===== config.mk =====
export PLATFORM = sky130hd
export DESIGN_NAME = div_sequencer
export DESIGN_NICKNAME = d
export VERILOG_FILES = /design/src/rtl/alu_pkg.sv /design/src/rtl/subtractor.sv /design/src/rtl/div_sequencer.sv
export SDC_FILE = /design/constraint.sdc
export NUM_CORES = 1
export LEC_CHECK = 0
export ABC_AREA = 0
export CAP_MARGIN = 10
export CORE_ASPECT_RATIO = 1.75
export CORE_MARGIN = 2
export CORE_UTILIZATION = 30
export CTS_BUF_LIST = sky130_fd_sc_hd__clkbuf_8
export CTS_CLUSTER_DIAMETER = 30
export DETAILED_ROUTE_END_ITERATION = 10
export SYNTH_ARGS = -nofsm -noshare
export SYNTH_HDL_FRONTEND = slang
export SYNTH_SLANG_ARGS = --single-unit

===== constraint.sdc =====
create_clock -name clk -period 8 [get_ports clk]
set_input_delay 1.2 -clock clk [delete_from_list [all_inputs] [get_ports clk]]
set_output_delay 1.2 -clock clk [all_outputs]
set_load 0.02 [all_outputs]

===== src/rtl/alu_pkg.sv =====
// Shared ALU definitions: divider sequencing states and datapath constants.
package alu_pkg;

  localparam int WIDTH       = 32;
  localparam int DIV_LATENCY = 37;

  typedef enum logic [2:0] {
    IDLE,
    NEGA,
    NEGB,
    ITER,
    NEGQ,
    NEGR,
    DONE
  } div_state_e;

endpackage


===== src/rtl/subtractor.sv =====
// Shared WIDTH-bit subtractor: r1 = r2 - r3, modulo 2^WIDTH.
module subtractor #(
  parameter int WIDTH = 32
) (
  input  logic [WIDTH-1:0] r2,
  input  logic [WIDTH-1:0] r3,
  output logic [WIDTH-1:0] r1
);

  assign r1 = r2 - r3;

endmodule


===== src/rtl/div_sequencer.sv =====
// Multi-cycle signed/unsigned restoring divider that time-shares one subtractor
// for operand negation, the 32 division steps and the result sign fix-up.
module div_sequencer
  import alu_pkg::*;
#(
  parameter int WIDTH = alu_pkg::WIDTH,
  parameter int CNT_W = 5
) (
  input  logic             clk,
  input  logic             rst,
  input  logic             start,
  input  logic             is_signed,
  input  logic [WIDTH-1:0] dividend,
  input  logic [WIDTH-1:0] divisor,
  output logic             busy,
  output logic             done,
  output logic [WIDTH-1:0] quotient,
  output logic [WIDTH-1:0] remainder,
  output logic             div_by_zero
);

  div_state_e state_q, state_d;

  logic [WIDTH-1:0] quo_q;
  logic [WIDTH-1:0] rem_q;
  logic [WIDTH-1:0] div_q;
  logic [CNT_W-1:0] count_q;
  logic             signed_q;
  logic             sign_q;
  logic             sign_r;

  logic [WIDTH-1:0] sub_a;
  logic [WIDTH-1:0] sub_b;
  logic [WIDTH-1:0] diff;
  logic [WIDTH-1:0] rs;
  logic             carry;
  logic             ge;

  // The dividend lives in quo_q from acceptance onward, so it is negated in place
  // and becomes the initial shift register for the iterations without a copy.
  assign rs    = {rem_q[WIDTH-2:0], quo_q[WIDTH-1]};
  assign carry = rem_q[WIDTH-1];
  assign ge    = carry | (rs >= div_q);

  always_comb begin
    sub_a = '0;
    sub_b = quo_q;
    case (state_q)
      NEGB:    sub_b = div_q;
      ITER: begin
        sub_a = rs;
        sub_b = div_q;
      end
      NEGR:    sub_b = rem_q;
      default: ;
    endcase
  end

  subtractor #(.WIDTH(WIDTH)) u_sub (
    .r2 (sub_a),
    .r3 (sub_b),
    .r1 (diff)
  );

  always_ff @(posedge clk) begin
    if (rst) state_q <= IDLE;
    else     state_q <= state_d;
  end

  always_comb begin
    state_d = state_q;
    case (state_q)
      IDLE:    if (start) state_d = (divisor == '0) ? DONE : NEGA;
      NEGA:    state_d = NEGB;
      NEGB:    state_d = ITER;
      ITER:    if (count_q == CNT_W'(WIDTH - 1)) state_d = NEGQ;
      NEGQ:    state_d = NEGR;
      NEGR:    state_d = DONE;
      DONE:    state_d = IDLE;
      default: state_d = IDLE;
    endcase
  end

  assign busy = (state_q != IDLE);
  assign done = (state_q == DONE);

  always_ff @(posedge clk) begin
    if (rst) begin
      quo_q       <= '0;
      rem_q       <= '0;
      div_q       <= '0;
      count_q     <= '0;
      signed_q    <= 1'b0;
      sign_q      <= 1'b0;
      sign_r      <= 1'b0;
      quotient    <= '0;
      remainder   <= '0;
      div_by_zero <= 1'b0;
    end else begin
      case (state_q)
        IDLE: begin
          if (start) begin
            if (divisor == '0) begin
              quotient    <= '1;
              remainder   <= dividend;
              div_by_zero <= 1'b1;
            end else begin
              quo_q    <= dividend;
              div_q    <= divisor;
              signed_q <= is_signed;
              sign_q   <= is_signed & (dividend[WIDTH-1] ^ divisor[WIDTH-1]);
              sign_r   <= is_signed & dividend[WIDTH-1];
            end
          end
        end
        NEGA: if (signed_q && quo_q[WIDTH-1]) quo_q <= diff;
        NEGB: begin
          if (signed_q && div_q[WIDTH-1]) div_q <= diff;
          rem_q   <= '0;
          count_q <= '0;
        end
        ITER: begin
          rem_q   <= ge ? diff : rs;
          quo_q   <= {quo_q[WIDTH-2:0], ge};
          count_q <= count_q + 1'b1;
        end
        NEGQ: if (sign_q) quo_q <= diff;
        // Results are published on entry to DONE so they are valid alongside the pulse.
        NEGR: begin
          quotient    <= quo_q;
          remainder   <= sign_r ? diff : rem_q;
          div_by_zero <= 1'b0;
        end
        default: ;
      endcase
    end
  end

endmodule


==> flow_summary.yaml <==
run_status:
  status: "finished clean"
power:
  clockPowerShare: 0.300
  internal-power_mw: 1.43
  power.density_nw_per_um2: 173
  peakVddDrop_mv: 0.101
  finalPower_mw: 2.26
  p_seq_frac: 0.418
  power.net_switching_mw: 0.829
  power_leakage_nw: 5.02
  pwr-share-comb: 0.283
  switching_share: 0.367
finish:
  regArea_um2: 3440
  layout.nets: 1548
  layout.cells.non_filler: 1896
  fillCellCount: 3801
  drive_gt1_frac: 0.102
  multiInputGateArea_um2: 6930
  area_delta_synth_final_pct: 19.3
floorplan:
  dieArea_um2: 38000
  start_util: 0.304
  core-area_um2: 35900
  die_x_um: 148
  fp.dieH_um: 256
  ios: 135
  num_rows: 92
placement:
  io_buffers: 134
  dp_cells: 1864
  gp_congestion: 0.953
  dpl.hpwl_um: 31700
grt:
  grt_first_pass_wirelength_um: 68600
  met1_usage: 0.262
  grt_max_degree: 63
  use_met3: 0.0319
  grt.busiest_layer: "met2"
  grt-ovfl-total: 0
  grtUsageMet2: 0.411
  antenna_found_initial: 1
  grt_pass1_vias: 11300
  grtUsageTotal: 0.236
hold_path:
  min_path_type: "register to register"
  min_path_cells: 2
  hold_path_end: "count_q[4]"
  min_from: "count_q[4]"
synth:
  synthDistinctLibCells: 78
  syn-mean-instance-area_um2: 8.11
  ys_seq_area_frac: 0.315
  yosys.area_share.simple: 0.170
  synth_top_family_by_area: "compound AO/OA/AOI/OAI gates"
  ys.flop_type: "dfxtp_1"
  synth_edf_count: 0
  synth_compound_area_frac: 0.320
  syn_inst: 1346
  synth_nets: 1481
  synth_area_leader_cell: "dfxtp_1"
  synth_area_leaders: "dfxtp_1 32%, ha_1 7.6%, nand2_1 5.6%"
  synth_top_cell_area_share: 0.315
  async_reset_ff_frac: 0
  synthMuxAreaShare: 0.0386
  synthAdderAreaFrac: 0.0774
  synth_seq_cells: 172
  synth_xor_area_frac: 0.0223
  yosys_warnings: 0
  syn_area_um2: 10900
setup_path:
  crit_path_cell_trace: "buf_4 > nand2_1 > nor2_4 > nor2_2 > buf_4 > a21oi_1 > ha_1 > a21oi_2 > o21ai_0 > a2111oi_4 > nor2_2 > a311oi_2 > o21ai_0 > xnor2_1 > o21ai_0"
  cpMaxStageDelayCell: "nor2_4"
  r2r_cells: 15
  worstSetupPathType: "register to register"
  arrival_ps: 5620
  cp-start-kind: "register"
  critPathLaunch: "state_q[0]"
  required_ps: 8370
  r2r_start: "state_q[0]"
  cpMostUsedCell: "o21ai_0"
  cp_max_fo: 42
  r2r_end: "div_q[28]"
  end_kind: "register"
  max_stage_delay_ps: 750
  rrSetupSlack_ps: 2740
clocking:
  clkTransAtPathRegs_ps: 100
  clock_latency_ps: 510
  cts_resized: 0
  cts_max_level: 4
  clock-sinks: 172
  holdBufCountCts: 0
  clockRootBuffer: "clkbuf_8"
  cts_tree: "done"
  clockBufferDepth: 2
  numCtsBuffers: 17
  post_cts_buffers: 0
timing:
  setup_tns_ps: 0
  post-route-min-period_ps: 5260
  hold_viol_final: 0
  rsz0062_at_grt: "no"
  relSlewSlack: 0.237
  fin_crit_sh: 0.657
  finalSetupViolCount: 0
  max_freq_mhz: 190
  worstMarginPinSlew_ps: 1140
  skew_ps: 15.5
  final_max_slew_viol_count: 0
run:
  drv_cap: 0
route:
  drt_first_pass_iters: 7
  via_count: 11400
  wl_um: 45400
  ant_nets: 0
  vias_per_cell: 6.02
  wl_per_cell_um: 24.0
  drtIter0Drc: 1066
  drc: 0
## cells by family (layout without fill, tap and decap cells)
family,after synthesis,in the layout
AOI/OAI and AO/OA,478,478
muxes,41,41
xor gates and xnor gates,27,27
buffers and inverters,150,229
adders and majority gates,67,67
and+or+nand+nor,411,411
DFF,172,172
other,0,1
## state kept, by name, summed over array words and instances, names as in the netlist
signal and flops:
quotient 32, sign_r 1, div_q 32, rem_q 32, count_q 5, div_by_zero 1
state_q 3, sign_q 1, quo_q 32, signed_q 1, remainder 32
## critical path: cells and delay by family, from the launching register on
kind                       cells  cell delay [ps]
and+or+nand+nor                4             1340
DFF                            1              320
adders and majority gates      1              360
AOI/OAI and AO/OA              7             1800
xor gates and xnor gates       1              470
buffers and inverters          2              760
## synth_stat cells (all sizes together) (3+ instances only)
cell	number
or3	6
o221a	32
xnor2	17
a31oi	16
and2	7
nand4b	3
a2111oi	6
a221oi	25
inv	44
a221o	3
a21oi	115
buf	26
and3	35
nand4	13
and4	4
nor4	9
mux2	9
a211o	3
xor2	10
a32oi	5
clkbuf	80
nand2b	9
o211ai	14
nand3	20
nor3	16
a211oi	33
nand2	163
o21ai	103
o221ai	3
a22oi	23
o22ai	8
mux2i	32
a22o	3
a21o	19
ha	66
nor2	118
nor2b	4
o21bai	4
dfxtp	172
a311oi	24
a222oi	22
## power groups by stage
stage | logic (mW) | clock network (mW) | registers (mW)
after floorplan | 0.420 | 0 | 0.937
after global placement | 0.621 | 0 | 0.960
after detailed placement | 0.625 | 0 | 0.961
after CTS | 0.629 | 0.686 | 0.941
after global routing | 0.689 | 0.721 | 0.946
final | 0.638 | 0.676 | 0.943
## worst max path at each step
stage           endpoint  slack, ps  cells after the start
2_1_floorplan  div_q[24]       4250                     16
3_3_place_gp   div_q[28]       2860                     15
3_5_place_dp   div_q[28]       2850                     15
4_1_cts        div_q[28]       2810                     15
5_1_grt        quo_q[29]       2560                     16
6_report       div_q[28]       2740                     15
## per-layer routing
metal / vias to the layer above / share of wire
met5: - / 0
met4: 0 / 0.070
met3: 171 / 0.059
met2: 562 / 0.50
met1: 5510 / 0.37
li1: 5180 / -
## layout by cell type (no fill, tap or decap), types with 17 or more instances in the layout
cell	Yosys	routed
a211oi_1	20	20
a21o_1	19	19
a21oi_1	112	111
a221oi_1	25	25
a222oi_1	22	22
a22oi_1	23	23
a311oi_1	21	21
and3_1	35	35
buf_4	3	21
clkbuf_8	0	18
clkdlybuf4s50_1	0	133
dfxtp_1	172	172
ha_1	66	66
inv_1	44	45
mux2i_1	32	32
nand2_1	162	162
nand3_1	19	19
nor2_1	116	111
o21ai_0	85	85
o221a_2	32	32
xnor2_1	17	17
## area by class of cell
class                           count  share of cell area
Multi-Input combinational cell   1024               0.532
Sequential cell                   172               0.264
Timing Repair Buffer              154               0.114
Tap cell                          470              0.0451
Clock buffer                       18              0.0190
Clock inverter                     13              0.0127
Inverter                           44              0.0127
Antenna cell                        1            0.000192
## per-stage QoR
step                instance area (µm²)  hold WS (ps)  setup WS (ps)   util
CTS                               13000           464           2810  0.363
finish                            13000           463           2740  0.363
global placement                  12600           443           2860  0.351
detailed placement                12600           452           2850  0.351
floorplan                         10900           432           4250      -
global route                      13000           498           2560  0.363
(Power assumes the default switching activity.)
